--- src/rtl/dcache_mem_responder.sv ---
// Memory-side responder for Dcache: line refills built from word beats on a backing port, plus write-through words.
// Optional macro DCACHE_RESP_CRITICAL_FIRST_EN: refill starts at the requested word and wraps around the line.
module dcache_mem_responder #(
    parameter int offset_width = 2,
    parameter int ADDR_W       = 32,
    localparam int LINE_WORDS  = 2 << offset_width,
    localparam int CNT_W       = offset_width + 1
) (
    input  logic                       clk,
    input  logic                       rstn,
    input  logic [ADDR_W-1:0]          addr_dcache_mem,
    input  logic [31:0]                dout_dcache_mem,
    input  logic                       dcache_mem_req,
    input  logic                       dcache_mem_wr,
    input  logic [1:0]                 dcache_mem_size,
    input  logic [3:0]                 dcache_mem_wstrb,
    output logic                       mem_dcache_addrOK,
    output logic                       mem_dcache_dataOK,
    output logic [32*LINE_WORDS-1:0]   din_mem_dcache,
    output logic                       bk_req,
    output logic                       bk_we,
    output logic [ADDR_W-1:0]          bk_addr,
    output logic [31:0]                bk_wdata,
    output logic [3:0]                 bk_wstrb,
    input  logic                       bk_gnt,
    input  logic                       bk_rvalid,
    input  logic [31:0]                bk_rdata
);
    localparam logic [2:0] IDLE     = 3'd0;
    localparam logic [2:0] RD_ISSUE = 3'd1;
    localparam logic [2:0] RD_WAIT  = 3'd2;
    localparam logic [2:0] WR_ISSUE = 3'd3;
    localparam logic [2:0] DONE     = 3'd4;

    logic [2:0]                    state;
    logic [CNT_W-1:0]              cnt, cnt_nxt, start_d, start_w;
    logic [ADDR_W-1:2]             addr_q;
    logic [31:0]                   data_q;
    logic [3:0]                    strb_q, strb_d;
    logic [LINE_WORDS-1:0][31:0]   line_q;
    logic                          accept;

    assign accept  = rstn && (state == IDLE) && dcache_mem_req;
    assign cnt_nxt = cnt + CNT_W'(1);

    // An all-zero strobe means the byte lanes come from size and the low address bits.
    always_comb begin
        strb_d = dcache_mem_wstrb;
        if (dcache_mem_wstrb == 4'b0000) begin
            case (dcache_mem_size)
                2'd0:    strb_d = 4'b0001 << addr_dcache_mem[1:0];
                2'd1:    strb_d = 4'b0011 << {addr_dcache_mem[1], 1'b0};
                default: strb_d = 4'b1111;
            endcase
        end
    end

`ifdef DCACHE_RESP_CRITICAL_FIRST_EN
    logic [CNT_W-1:0] start_q;
    assign start_d = addr_dcache_mem[offset_width+2:2];
    assign start_w = start_q;
    always_ff @(posedge clk or negedge rstn) begin
        if (!rstn)       start_q <= '0;
        else if (accept) start_q <= start_d;
    end
`else
    assign start_d = '0;
    assign start_w = '0;
`endif

    // The refill ends when the next word would wrap back onto the starting word.
    always_ff @(posedge clk or negedge rstn) begin
        if (!rstn) begin
            state  <= IDLE;
            cnt    <= '0;
            addr_q <= '0;
            data_q <= '0;
            strb_q <= '0;
            line_q <= '0;
        end else begin
            case (state)
                IDLE: if (accept) begin
                    addr_q <= addr_dcache_mem[ADDR_W-1:2];
                    data_q <= dout_dcache_mem;
                    strb_q <= strb_d;
                    cnt    <= start_d;
                    state  <= dcache_mem_wr ? WR_ISSUE : RD_ISSUE;
                end
                RD_ISSUE: if (bk_gnt) state <= RD_WAIT;
                RD_WAIT: if (bk_rvalid) begin
                    line_q[cnt] <= bk_rdata;
                    if (cnt_nxt == start_w) begin
                        state <= DONE;
                    end else begin
                        cnt   <= cnt_nxt;
                        state <= RD_ISSUE;
                    end
                end
                WR_ISSUE: if (bk_gnt) state <= DONE;
                DONE: begin
                    cnt   <= '0;
                    state <= IDLE;
                end
                default: state <= IDLE;
            endcase
        end
    end

    assign mem_dcache_addrOK = accept;
    assign mem_dcache_dataOK = (state == DONE);
    assign din_mem_dcache    = line_q;

    always_comb begin
        bk_req   = 1'b0;
        bk_we    = 1'b0;
        bk_addr  = '0;
        bk_wdata = '0;
        bk_wstrb = '0;
        case (state)
            RD_ISSUE: begin
                bk_req  = 1'b1;
                bk_addr = {addr_q[ADDR_W-1:offset_width+3], cnt, 2'b00};
            end
            WR_ISSUE: begin
                bk_req   = 1'b1;
                bk_we    = 1'b1;
                bk_addr  = {addr_q, 2'b00};
                bk_wdata = data_q;
                bk_wstrb = strb_q;
            end
            default: ;
        endcase
    end
endmodule

--- config.mk ---
export PLATFORM = sky130hd
export DESIGN_NAME = dcache_mem_responder
export DESIGN_NICKNAME = d
export VERILOG_FILES = /design/src/rtl/dcache_mem_responder.sv
export SDC_FILE = /design/constraint.sdc
export NUM_CORES = 1
export LEC_CHECK = 0
export ABC_AREA = 1
export BUFFER_PORTS_ARGS = -buffer_cell sky130_fd_sc_hd__buf_2
export CAP_MARGIN = 20
export CORE_ASPECT_RATIO = 0.6
export CORE_MARGIN = 2
export CORE_UTILIZATION = 38
export DETAILED_ROUTE_END_ITERATION = 7
export GPL_TIMING_DRIVEN = 0
export PLACE_DENSITY = 0.7
export SLEW_MARGIN = 20
export SYNTH_ARGS = -nofsm -noshare
export SYNTH_HDL_FRONTEND = slang
export SYNTH_SLANG_ARGS = --single-unit
--- constraint.sdc ---
create_clock -name clk -period 2.17 [get_ports clk]
set_clock_uncertainty 0.1 [all_clocks]
set_input_delay 0.434 -clock clk [delete_from_list [all_inputs] [get_ports clk]]
set_output_delay 0.434 -clock clk [all_outputs]
set_load 0.03 [all_outputs]
## Word-level counts from Yosys, hierarchy flattened

Index checks and enable logic that the tools add are counted.

- Register bits: 328
- Input port bits: 108

- Add/sub/neg operators: 1
- $lt $le $gt $ge: 2
- Equal/unequal tests: 10
- Shift-type cells: 2
- Mux-type cells: 21
- Reductions and logical operators: 13

Operators with widths:

| operator | number |
|---|---|
| 256-bit bitwise mux | 1 |
| 32-bit demux with 3-bit select | 1 |
| 32-bit 2-to-1 mux | 2 |
| 32-bit one-hot mux with 2 select lines | 1 |
| 3-bit 2-to-1 mux | 8 |
| 3-bit one-hot mux with 4 select lines | 1 |
| 2-bit inequality test (second input constant) | 5 |
| 3-bit one-hot mux with 3 select lines | 1 |
| 4-bit 2-to-1 mux | 2 |
| 4-bit one-hot mux with 2 select lines | 1 |
| 4-bit AND reduction | 2 |
| 3-bit by 2-bit equality test with 1-bit output (second input constant) | 2 |
| 3-bit zero test | 2 |
| 4-bit zero test | 1 |
| 3-bit by 4-bit < comparator with 1-bit output (second input constant) | 1 |
| 2-bit AND reduction | 2 |
| 1-bit by 2-bit << shifter with 4-bit output (first input constant) | 1 |
| 2-bit by 2-bit << shifter with 4-bit output (first input constant) | 1 |
| 3-bit by 1-bit adder with 3-bit output (second input constant) | 1 |
| 3-bit by 1-bit equality test with 1-bit output (second input constant) | 1 |
| 3-bit equality test (second input constant) | 1 |
| 3-bit by 1-bit >= comparator with 1-bit output (second input constant) | 1 |
| 1-bit logical AND | 3 |
| 3-bit nonzero test | 1 |
| 5 further kinds | 6 |

## Longest topological paths before layout

Gate-level depths: netlist of run 1.

- Depth in word-level cells: 5
- Gate-level depth with buffers: 9
- Depth with buffers taken out: 9

## Least setup slack after synthesis of run 1

No wires, ideal clock.

- Path type: reg2out
- Start point: register state[0]
- End point: output bk_wdata[10]
- Arrival time: 1.733 ns
- Data required time: 1.636 ns
- Slack: -0.097 ns
- Stages on the path, launching flop included: 8
- Buffers on the path: 1
- Cells stage by stage: dfrtp_1 -> inv_2 -> nor2_4 -> inv_2 -> nor2_4 -> inv_2 -> buf_2 -> nor2_1

- Word-level cells in the longest chain between the ends: 2

RTL lines:

| element | RTL line | RTL |
|---|---|---|
| start, declared | 35 | `logic [2:0] state;` |
| start signal, assigned | 87 | `state <= dcache_mem_wr ? WR_ISSUE : RD_ISSUE;` |
| 3-bit by 2-bit equality test with 1-bit output | 119 | `case (state)` |
| 32-bit 2-to-1 mux | 119 |  |
| end, declared | 23 | `output logic [31:0] bk_wdata,` |

Every way passes these cells.

## Worst setup path after layout of run 1

- Start point: register state[2]
- End point: output bk_wdata[24]

The elaborated chain is that of the path after synthesis.

==> results_dict.tcl, run 1 <==
set metrics [dict create \
    syn_inst 1580 \
    setup_violations 61 \
    cts.htree.levels 2 \
    crit_buf_inv 4 \
    fin_area_um2 19060 \
    core_um2 36080 \
    arrival_ns 1.84 \
    yosysSeqAreaShare 0.5940 \
    fmaxAchievable_ghz 0.4213 \
    instances_no_fill 2563 \
    synth_edf_count 0 \
    die-area_um2 37950 \
    numCtsBuffers 34 \
    fin_crit_ns 2.374 \
    final_hold_viol_count 0 \
    cp_top_family "buffers and inverters" \
    drv_cap 0 \
    status "complete, but fails checks" \
    wl_met1_mm 23.05 \
    dp.cells 2461 \
    yosysWarnings 0 \
    area_delta_synth_final_pct 37.93 \
    track_usage 0.2637 \
    crit_path_end_kind "output pin" \
    cp_common_cell "nor2_4" \
    ys.flop_type "dfrtp_1" \
    slowest_stage "dfrtp_2" \
    clk-insertion-delay-late_ns 0.52 \
    nets 2174 \
    hold_path_class "in -> reg" \
    drive_above_1_share 0.3209 \
    wl_per_cell_um 20.24 \
    relSlewSlack 0.5723 \
    drv_slew 0 \
    post_drt_via_cell_ratio 5.034 \
    highest_layer "met4" \
    total_power_mw 23.76 \
    numClockSinks 328 \
    drc 0 \
    post-place-ws_ns -1.301 \
    path_class "reg -> out" \
    violations "setup timing" \
    die_h_um 151.7 \
    ys_ff_latch 328 \
    root_buffer "clkbuf_16" \
    grt_pass1_vias 12289 \
    post_synth_num_cell_types 30 \
    wl_met3_mm 4.418 \
    synth.avg_cell_area_um2 8.745 \
    num_vias 12903 \
    antenna_found_initial 0 \
    ioPinCount 436 \
    place.gp.congestion 0.9202 \
    grt_max_degree 89 \
    grt_pass1_wl_mm 75.64 \
    grt_overflow 0 \
    drt_first_pass_iters 5 \
    clock_path_buffers 3 \
    postLayoutCoreUtil 0.5282 \
    ff2ff_setup_slack_ns 0.08 \
    finalSetupTns_ns -8.088 \
    route.antenna.remaining_nets 0 \
    die_width_um 250.2 \
    rsz0062_at_grt "true" \
    required_ns 1.64 \
    drt_iter0_markers 1123 \
    worstSetupStartpointType "register" \
    fill_cells 3263 \
    cts.reportedPaths.clkPinSlew_ns 0.06 \
    final.setup.worst_slack_ns -0.2037 \
    io_buffers 401 \
    p_leak_nw 10.62 \
    synth_area_um2 13820 \
    worstMarginPinSlew_ns 0.6416 \
    met2_wirelength_mm 23.07 \
    crit_chain "nor2_4 > inv_2 > nor2_4 > inv_8 > buf_8 > nor2_1 > buf_4" \
    row_count 54 \
    routed_wirelength_mm 51.87 \
    fin_crit_sh 1.094 \
    path_max_fanout 7 \
    cts_tree "yes" \
    synth_async_sr_flop_share 1.000 \
    placedInstanceArea_um2 16520 \
    power_density_nw_per_um2 1247 \
    start_util 0.3830 \
    hold_slack_ns 0.02691 \
    cpPeakStageDelay_ns 0.42 \
    ir_drop_v 0.0007324 \
    hpwl_mm 35.52 \
]
## placed cells by master (no fill, tap or decap), types with 2 or more instances in the layout
master	synthesis	routed
inv_4	2	3
a21boi_0	4	4
dfrtp_2	0	3
inv_1	139	137
dlygate4sd3_1	0	6
conb_1	1	2
dfrtp_1	328	325
nor2_2	1	10
buf_4	15	47
nor2_4	10	46
nor2_1	73	28
nand3_1	10	10
and2_1	2	2
inv_8	0	2
clkbuf_1	33	35
buf_2	50	381
o21ai_0	217	214
clkbuf_8	0	7
buf_8	0	2
nand2_4	1	2
diode_2	0	2
ha_1	2	2
inv_2	5	5
clkbuf_16	0	42
bufbuf_16	0	6
buf_1	5	5
o21ai_2	6	8
o21ai_1	102	102
buf_16	0	5
clkinv_2	0	7
buf_12	0	8
buf_6	23	75
nand2_2	0	2
nand2_1	543	540
## layer usage
metal / track usage / vias up
met5: 0 / -
met4: 0.07784 / 0
met3: 0.06474 / 91
met2: 0.3943 / 575
met1: 0.3795 / 6361
li1: - / 5876
## worst reg2reg max path, delay by kind of cell (launching register included)
kind	cells	cell delay (ns)
buffers and inverters	4	0.71
DFF	1	0.42
and+or+nand+nor	4	0.69
AOI/OAI and AO/OA	1	0.06
## layout make-up
class                   instances  area [um2]  area share
diodes                          2       5.005   0.0002626
plain buffers                 125       850.8     0.04464
clock buffers                  48        1037     0.05442
clock inverters                 9       51.30    0.002692
inverters                     146       563.0     0.02954
multi-input cells             981        4628      0.2428
flip-flops and latches        328        8212      0.4309
well taps                     476       595.6     0.03125
repair buffers                447        3104      0.1629
repair inverters                1       11.26   0.0005909
## power breakdown
group,switching [mW],internal (mW),total (mW),leakage (nW)
sequential,0.654,7.49,8.14,4.21
combinational,6.63,3.15,9.77,5.86
clock,2.51,3.33,5.84,0.543
total,9.79,14.0,23.8,10.6
## kinds of logic (layout without fill, tap and decap cells)
family                   after synthesis  count (layout)  share of synthesized area
AO/OA/AOI/OAI                        331             331                     0.1224
other                                  1               4                  0.0002714
adder cells (fa/ha/maj)                2               2                   0.001811
flip-flops                           328             328                     0.5940
buffers and inverters                272             776                    0.09535
AND/OR/NAND/NOR                      646             646                     0.1861
## sequential cells by signal, summed over array words and instances (netlist names)
signal / cells
addr_q: 30
cnt: 3
data_q: 32
din_mem_dcache: 256
state: 3
strb_q: 4
## cells in the mapped netlist, drive strengths merged, types with 2 or more instances
library cell  count  area (um2)
ha                2       25.02
nor2             84       392.9
buf              93       640.6
inv             146       553.0
nand3            11       60.06
nand2           545        2069
dfrtp           328        8208
a21boi            4       30.03
o21ai           325        1649
and2              2       12.51
clkbuf           33       123.9
## final timing paths
| path | startpoint | endpoint | cells after the start |
|---|---|---|---|
| worst max-delay path | state[2] | bk_wdata[24] | 7 |
| worst min-delay path | addr_dcache_mem[27] | addr_q[27] | 3 |
| worst max register to register | state[2] | din_mem_dcache[241] | 9 |
| worst min register to register | din_mem_dcache[6] | din_mem_dcache[6] | 2 |
| max in group asynchronous | rstn | din_mem_dcache[238] | 3 |
| min in group asynchronous | rstn | data_q[22] | 5 |
## timing repair
action,4_1_cts,5_1_grt
pin swaps,3,5
resized for setup,171,84
hold buffers,10,0
setup endpoints to repair,134,66
buffers inserted,10,13
endpoints found under the hold margin,80,0
gates cloned,9,2
(Power assumes the default switching activity.)
==> run 2, diff against run 1 <==
--- a/config.mk
+++ b/config.mk
@@ -14,6 +14,8 @@
 export DETAILED_ROUTE_END_ITERATION = 7
 export GPL_TIMING_DRIVEN = 0
 export PLACE_DENSITY = 0.7
+export RECOVER_POWER = 50
+export SKIP_LAST_GASP = 1
 export SLEW_MARGIN = 20
 export SYNTH_ARGS = -nofsm -noshare
 export SYNTH_HDL_FRONTEND = slang
==> constraint.sdc (replaced) <==
create_clock -name clk -period 2.5 [get_ports clk]
set_clock_uncertainty 0.1 [all_clocks]
set_input_delay 0.5 -clock clk [delete_from_list [all_inputs] [get_ports clk]]
set_output_delay 0.5 -clock clk [all_outputs]
set_load 0.03 [all_outputs]
==> run 2 against run 1 <==
Net effect: the run now ends clean; critical path depth unchanged; sequential cell count unchanged; global-route usage down 0.45 points; routed wire length down 2.1%; cell count down 0.82%; die area unchanged; clock-buffer cell count unchanged; worst setup slack better by 0.26 ns; non-clock buffer count down 20; combinational power down 29%; power down 20%; critical endpoint is now mem_dcache_addrOK; largest cell class unchanged; highest routed layer is now met5.
==> results_dict.tcl, run 2 (synthesized netlist as in run 1, its figures left out) <==
set metrics [dict create \
    grt_overflow 0 \
    slowest_stage "clkbuf_1" \
    finalSetupTns_ns 0 \
    drt_iter0_markers 1073 \
    worstSetupStartpointType "primary input" \
    antenna_found_initial 1 \
    cts.htree.levels 2 \
    total_power_mw 19.12 \
    whs_path_depth 3 \
    die_width_um 250.2 \
    path_class "in -> out" \
    hold_end "addr_q[4]" \
    p_int_mw 11.21 \
    ir_drop_v 0.0005861 \
    fin_crit_sh 0.9765 \
    core_um2 36080 \
    numClockSinks 328 \
    ff2ff_setup_slack_ns 0.39 \
    p_switching_mw 7.906 \
    worstMarginPinSlew_ns 1.333 \
    fmaxAchievable_ghz 0.4096 \
    worstRegToRegCells 10 \
    place.gp.congestion 0.9202 \
    clk-insertion-delay-late_ns 0.52 \
    path_max_fanout 19 \
    die-area_um2 37950 \
    drt_first_pass_iters 5 \
    grt_max_degree 89 \
    cpPeakStageDelay_ns 0.39 \
    io_buffers 401 \
    layout_commonest_cell "nand2_1" \
    final_hold_viol_count 0 \
    hold_start "addr_dcache_mem[4]" \
    num_vias 12672 \
    drc 0 \
    drv_slew 0 \
    grt_pass1_vias 12061 \
    pwr-share-clk 0.266 \
    crit_chain "clkbuf_1 > buf_16 > buf_16 > nand4_4 > inv_2 > buf_8 > buf_4" \
    post_drt_via_cell_ratio 4.985 \
    root_buffer "clkbuf_16" \
    hpwl_mm 35.52 \
    row_count 54 \
    pwr-share-comb 0.365 \
    routed_wirelength_mm 50.77 \
    setup_violations 0 \
    drv_cap 0 \
    pwr-share-seq 0.370 \
    cts_tree "yes" \
    grt_pass1_wl_mm 74.06 \
    ioPinCount 436 \
    nets 2153 \
    postLayoutCoreUtil 0.4925 \
    wl_per_cell_um 19.97 \
    drive_above_1_share 0.2098 \
    cts.reportedPaths.clkPinSlew_ns 0.06 \
    area_delta_synth_final_pct 28.60 \
    numCtsBuffers 34 \
    required_ns 1.90 \
    route.antenna.remaining_nets 0 \
    status "completed" \
    crit_path_end_kind "output pin" \
    rr_startpoint "state[0]" \
    largest_reg_flops 256 \
    track_usage 0.2592 \
    mostFrequentLayoutCells "543 x nand2_1, 325 x dfrtp_1, 245 x buf_2" \
    r2r-end "din_mem_dcache[16]" \
    hold_path_class "in -> reg" \
    die_h_um 151.7 \
    clock_path_buffers 3 \
    relSlewSlack 0.1117 \
    power_switching_share 0.4135 \
    start_util 0.3830 \
    fin_crit_ns 2.441 \
    power_density_nw_per_um2 1076 \
    arrival_ns 1.84 \
    cp_common_cell "buf_16" \
    p_leak_nw 9.650 \
]
-- run 2: metrics by stage --
| step | hold slack [ns] | setup slack [ns] | cell area [um2] | instances |
|---|---|---|---|---|
| 2_1_floorplan | 0.1044 | 0.1665 | 13820 | 1581 |
| 3_3_place_gp | 0.3562 | -5.929 | 16420 | 2458 |
| 3_5_place_dp | 0.3616 | -1.103 | 16520 | 2461 |
| 4_1_cts | 0.05564 | -0.008165 | 18070 | 2536 |
| 5_1_grt | 0.06418 | -0.04009 | 17770 | 2541 |
| 6_report | 0.08249 | 0.05877 | 17770 | 2542 |
-- run 2: power by group through the flow --
stage	clock [mW]	sequential [mW]	combinational, mW
6_report	5.08	7.07	6.97
5_1_grt	5.38	7.19	7.50
4_1_cts	5.17	7.06	6.94
3_5_place_dp	0	7.13	6.72
3_3_place_gp	0	7.09	6.60
2_1_floorplan	0	8.32	3.16
-- run 2: layout make-up --
type | count | area, um2
antenna | 2 | 5.005
buffer | 125 | 784.5
clock buffer | 48 | 1037
clock inverter | 9 | 51.30
fill | 3506 | 18310
inverter | 146 | 558.0
multi-input combinational | 981 | 4329
sequential | 328 | 8212
tap | 476 | 595.6
timing repair buffer | 427 | 2196
-- run 2: routing by layer --
metal	share of wire	track usage
met2	0.44	0.3851
met3	0.084	0.07192
met4	0.022	0.06796
met1	0.45	0.3729
met5	0.00055	0
-- run 2: repair_timing --
| item | 4_1_cts | 5_1_grt |
|---|---|---|
| setup endpoints to repair | 113 | 54 |
| gates cloned | 7 | 0 |
| hold buffers | 11 | 0 |
| pin swaps | 1 | 1 |
| hold endpoints to repair | 78 | 0 |
| setup buffers | 1 | 4 |
| resized for setup | 45 | 34 |
-- run 2: how the worst max path moves through the flow --
stage                   from                end  slack [ns]  cells after the start
floorplan           state[0]       bk_wdata[10]        0.17                      7
global placement        rstn  mem_dcache_addrOK       -5.93                      6
detailed placement      rstn  mem_dcache_addrOK       -1.10                      8
CTS                 state[2]       bk_wdata[25]      -0.008                      7
global route        state[0]         bk_addr[4]       -0.04                      8
finish                  rstn  mem_dcache_addrOK        0.06                      7
-- run 2: worst max-delay path, delay by kind of cell --
| kind | cells | cell delay, ns |
|---|---|---|
| and+or+nand+nor | 1 | 0.13 |
| buffers and inverters | 6 | 1.18 |
